### config.mk
export PLATFORM = sky130hd
export DESIGN_NAME = simple_datapath
export DESIGN_NICKNAME = d
export VERILOG_FILES = /design/src/rtl/simple_datapath_pkg.sv /design/src/rtl/dp_function_unit.sv /design/src/rtl/simple_datapath.sv
export SDC_FILE = /design/constraint.sdc
export NUM_CORES = 1
export LEC_CHECK = 0
export ABC_AREA = 1
export ABC_CLOCK_PERIOD_IN_PS = 7160
export BUFFER_PORTS_ARGS = -buffer_cell sky130_fd_sc_hd__buf_4
export CAP_MARGIN = 20
export CORE_ASPECT_RATIO = 0.75
export CORE_MARGIN = 4
export CORE_UTILIZATION = 65
export DETAILED_ROUTE_END_ITERATION = 8
export PLACE_DENSITY = 0.86
export SETUP_SLACK_MARGIN = 0.5
export SYNTH_ARGS = -nofsm -noshare
export SYNTH_HDL_FRONTEND = slang
export SYNTH_SLANG_ARGS = --single-unit
### constraint.sdc
create_clock -name CLK -period 7.16 [get_ports CLK]
set_clock_uncertainty 0.15 [all_clocks]
set_input_delay 0 -clock CLK [delete_from_list [all_inputs] [get_ports CLK]]
set_output_delay 0 -clock CLK [all_outputs]
set_load 0.05 [all_outputs]
### src/rtl/simple_datapath_pkg.sv
// rtl/simple_datapath_pkg.sv - function-select codes and status flag bit positions for simple_datapath
package simple_datapath_pkg;

    localparam logic [3:0] FS_TRA  = 4'b0000;
    localparam logic [3:0] FS_INC  = 4'b0001;
    localparam logic [3:0] FS_ADD  = 4'b0010;
    localparam logic [3:0] FS_ADDC = 4'b0011;
    localparam logic [3:0] FS_SUBB = 4'b0100;
    localparam logic [3:0] FS_SUB  = 4'b0101;
    localparam logic [3:0] FS_DEC  = 4'b0110;
    localparam logic [3:0] FS_AND  = 4'b1000;
    localparam logic [3:0] FS_OR   = 4'b1001;
    localparam logic [3:0] FS_XOR  = 4'b1010;
    localparam logic [3:0] FS_NOT  = 4'b1011;
    localparam logic [3:0] FS_MOVB = 4'b1100;
    localparam logic [3:0] FS_SHR  = 4'b1101;
    localparam logic [3:0] FS_SHL  = 4'b1110;

    // Flags word is {V,C,N,Z}
    localparam int FLAG_Z = 0;
    localparam int FLAG_N = 1;
    localparam int FLAG_C = 2;
    localparam int FLAG_V = 3;

endpackage

### src/rtl/dp_function_unit.sv
// rtl/dp_function_unit.sv - combinational ALU/shifter producing F and {V,C,N,Z}
module dp_function_unit
    import simple_datapath_pkg::*;
#(
    parameter int WIDTH = 4
) (
    input  logic [WIDTH-1:0] A,
    input  logic [WIDTH-1:0] B,
    input  logic [3:0]       FS,
    output logic [WIDTH-1:0] F,
    output logic             V,
    output logic             C,
    output logic             N,
    output logic             Z
);

    logic [WIDTH-1:0] bop;
    logic             cin;
    logic             arith;
    logic [WIDTH:0]   sum;

    // Every arithmetic code is A + bop + cin; decrement adds all-ones
    always_comb begin
        bop   = '0;
        cin   = 1'b0;
        arith = 1'b1;
        case (FS)
            FS_INC:  cin = 1'b1;
            FS_ADD:  bop = B;
            FS_ADDC: begin bop = B;  cin = 1'b1; end
            FS_SUBB: bop = ~B;
            FS_SUB:  begin bop = ~B; cin = 1'b1; end
            FS_DEC:  bop = '1;
            default: arith = 1'b0;
        endcase
    end

    assign sum = {1'b0, A} + {1'b0, bop} + {{WIDTH{1'b0}}, cin};

    always_comb begin
        F = '0;
        case (FS)
            FS_TRA, 4'b0111: F = A;
            FS_AND:          F = A & B;
            FS_OR:           F = A | B;
            FS_XOR:          F = A ^ B;
            FS_NOT:          F = ~A;
            FS_MOVB:         F = B;
            FS_SHR:          F = {1'b0, B[WIDTH-1:1]};
            FS_SHL:          F = {B[WIDTH-2:0], 1'b0};
            default:         F = arith ? sum[WIDTH-1:0] : '0;
        endcase
    end

    assign C = arith & sum[WIDTH];
    assign V = arith & (A[WIDTH-1] == bop[WIDTH-1]) & (sum[WIDTH-1] != A[WIDTH-1]);
    assign N = F[WIDTH-1];
    assign Z = (F == '0);

endmodule

### src/rtl/simple_datapath.sv
// rtl/simple_datapath.sv - register file, function unit, data memory and flags; DP_FLAGS_EN enables the flags register
module simple_datapath
    import simple_datapath_pkg::*;
#(
    parameter int WIDTH     = 4,
    parameter int MEM_DEPTH = 16
) (
    input  logic             CLK,
    input  logic             RST_N,
    input  logic [1:0]       DA,
    input  logic [1:0]       AA,
    input  logic [1:0]       BA,
    input  logic             MB,
    input  logic [3:0]       FS,
    input  logic             MD,
    input  logic             RW,
    input  logic             MW,
    input  logic [3:0]       Constant,
    output logic [WIDTH-1:0] AData,
    output logic [WIDTH-1:0] BData,
    output logic [WIDTH-1:0] FOut,
    output logic [3:0]       Flags
);

    localparam int AW = $clog2(MEM_DEPTH);

    logic [WIDTH-1:0] regs [4];
    logic [WIDTH-1:0] mem  [MEM_DEPTH];
    logic [AW-1:0]    mem_addr;
    logic [WIDTH-1:0] mem_rdata;
    logic             fu_v, fu_c, fu_n, fu_z;

    assign AData     = regs[AA];
    assign BData     = MB ? WIDTH'(Constant) : regs[BA];
    assign mem_addr  = AData[AW-1:0];
    assign mem_rdata = mem[mem_addr];

    dp_function_unit #(.WIDTH(WIDTH)) u_fu (
        .A  (AData),
        .B  (BData),
        .FS (FS),
        .F  (FOut),
        .V  (fu_v),
        .C  (fu_c),
        .N  (fu_n),
        .Z  (fu_z)
    );

    // Both writes sample pre-edge values, so a load and store to one address see the old word
    always_ff @(posedge CLK) begin
        if (!RST_N) begin
            for (int i = 0; i < 4; i++) regs[i] <= '0;
            for (int j = 0; j < MEM_DEPTH; j++) mem[j] <= '0;
        end else begin
            if (RW) regs[DA] <= MD ? mem_rdata : FOut;
            if (MW) mem[mem_addr] <= BData;
        end
    end

`ifdef DP_FLAGS_EN
    always_ff @(posedge CLK) begin
        if (!RST_N) begin
            Flags <= 4'b0000;
        end else begin
            Flags[FLAG_V] <= fu_v;
            Flags[FLAG_C] <= fu_c;
            Flags[FLAG_N] <= fu_n;
            Flags[FLAG_Z] <= fu_z;
        end
    end
`else
    logic unused_status;
    assign unused_status = ^{fu_v, fu_c, fu_n, fu_z};
    assign Flags = 4'b0000;
`endif

endmodule

==> reports/metrics.csv <==
stage,metric,value,unit
outcome,status,completed,
die,core-area,7297,µm²
finish,nets,673,
finish,multi_input_area,2083,µm²
route,drt_iter0_markers,554,
place,portBuffers,31,
critical_path,critical_path_class,reg2reg,
route,dr.pass1.iters,6,
sta,finalSetupViolCount,0,
place,gp_congestion,0.9079,
logic_synthesis,synth-edff-count,80,
critical_path,setup.worst_path.end_class,register,
finish,drive_above_1_share,11.15,%
clock_tree,cts.sinks,80,
logic_synthesis,netlist_top_cells_area,"edfxtp_1, nand2_1, nor2_1",
logic_synthesis,ys.flop_type,edfxtp_1,
logic_synthesis,synth_seq_area_share,49.37,%
die,die_h,82.93,µm
die,fp-row-count,27,
logic_synthesis,synth-seq-cells,80,
sta,period_minus_slack,3718,ps
die,die_x,107.9,µm
finish,layout_commonest_cell,nand2_1,
die,io_pins,36,
route,totalWireLength,12320,µm
route,dr_total_vias,4272,
sta,fmax,269.0,MHz
global_routing,grt_pass1_vias,4057,
clock_tree,clock_latency,380,ps
critical_path,r2r_setup_slack,3440,ps
logic_synthesis,async_reset_ff_share,0,%
global_routing,grt-ovfl-total,0,
logic_synthesis,yosys.area.top_type,edfxtp_1,
finish,layout_common_cells,"nand2_1, nor2_1, edfxtp_1",
finish,nFillCells,585,
power_and_ir_drop,vdd_ir_drop_max,0.1766,mV
clock_tree,cts_root_buf,clkbuf_8,
critical_path,cp_max_fo,21,
sta,worst_pin_slew,996.2,ps
clock_tree,clk_pin_slew,100,ps
global_routing,grt_start_max_net_pins,30,
logic_synthesis,synth_area,4866,µm²
sta,slew_viol_final,0,
clock_tree,cts-buffers-inserted,9,
die,die_area,8949,µm²
logic_synthesis,syn_avg_cell_area,7.951,µm²
power_and_ir_drop,finalPower,1.137,mW
sta,slew_headroom,33.42,%
finish,n_antenna_cell,0,
logic_synthesis,synth_top_area_share,49.37,%
power_and_ir_drop,power_density,212.6,nW/µm²
power_and_ir_drop,p_leak,2.475,nW
sta,tns,0,ps
sta,rsz0062_at_grt,no,
sta,min_period_over_period,51.92,%
critical_path,critPathLaunchType,register,
critical_path,worst-endpoint-arrival,3700,ps
route,drc,0,
global_routing,antenna_found_initial,0,
clock_tree,cts_tree,built,
global_routing,grt_pass1_wl,20360,µm
route,ant_nets,0,
die,initial_utilization,66.68,%
logic_synthesis,ys_types,38,
clock_tree,h-tree-depth,3,
clock_tree,cts_buffer_depth,2,
route,viasPerCell,5.719,
logic_synthesis,yosys_warnings,0,
flow_run,cap_viol_max_count,0,
route,drt-wirelength-per-cell,16.49,µm
min_path,min_path_type,in2reg,
finish,area_delta_synth_final,9.900,%
critical_path,cp.required,7140,ps
place,hpwl,8750,µm
sta,finalHoldViolCount,0,
finish,seqCellArea,2402,µm²
logic_synthesis,syn_inst,612,
global_routing,track_usage,29.13,%
registers in the layout, indices dropped and copies added, names as in the netlist:
signal,flops
mem,64
regs,16
power by group:
| part | internal [mW] | switching, mW |
|---|---|---|
| registers | 0.537 | 0.00861 |
| clock network | 0.137 | 0.193 |
| logic | 0.0708 | 0.191 |
what timing repair did:
action | in CTS | in global routing
hold endpoints to repair | 15 | 0
hold buffers | 5 | 0
buffers inserted | 0 | 0
resized for setup | 0 | 0
layout make-up:
type,count,area share (%)
well taps,101,2.363
clock inverters,7,1.357
inverters,67,4.796
clock buffers,9,2.316
flip-flops and latches,80,44.92
repair buffers,36,5.288
multi-input cells,447,38.96
synth_stat cells, drive strengths merged (2+ instances only):
cell	n
inv	66
buf	16
nand3	36
ha	10
nand2	203
nor3	4
a21oi	6
edfxtp	80
o211ai	5
fa	2
clkbuf	5
nand3b	10
a22oi	2
nand4	3
or2	7
nor2	126
o21ai	27
logic make-up (layout without fill, tap and decap cells):
kind of cell | Yosys count | count (layout) | share of synthesized area, %
and+or+nand+nor | 390 | 390 | 34.46
buffers and inverters | 88 | 119 | 8.048
DFF | 80 | 80 | 49.37
AOI/OAI and AO/OA | 40 | 40 | 4.474
adders and majority gates | 12 | 12 | 3.394
other | 1 | 4 | 0.07707
xor gates and xnor gates | 1 | 1 | 0.1800
metrics by stage:
step           instances  worst slack, ps  utilization (%)  hold slack, ps  instance area (µm²)
3_3_place_gp         726             3639            69.91           297.1                 5101
4_1_cts              747             3452            73.29           21.47                 5348
2_1_floorplan        615             3792                -           145.5                 4877
3_5_place_dp         726             3471            69.91           314.7                 5101
6_report             747             3442            73.29           21.33                 5348
5_1_grt              747             3082            73.29           34.62                 5348
critical path, stage by stage (launching register included):
cell and delay [ps]:
edfxtp_1 360, nor2_1 40, nor2_1 70, o21ai_0 80
o211ai_1 120, nand2_1 560, o21ai_0 350, o21ai_0 150
fa_1 450, fa_1 520, inv_1 40, nand2_1 50
nand3b_1 140, nor2_1 120, nor2_1 50, nand2_1 150
nor2_1 80
worst paths after layout:
path / startpoint / endpoint / depth (start not counted)
max: regs[0][0] / regs[2][1] / 16
min: RST_N / mem[4][0] / 2
max reg2reg: regs[0][0] / regs[2][1] / 16
min reg2reg: mem[6][2] / regs[3][2] / 6
routing by layer:
metal,up-vias,wire [µm],share of wire (%),track usage (%)
li1,2004,-,-,-
met1,1960,5142,42,42.18
met2,283,5370,44,42.44
met3,25,1599,13,8.780
met4,0,207,1.7,8.830
met5,-,0,0,0
Power figures use the tool's default switching activity.
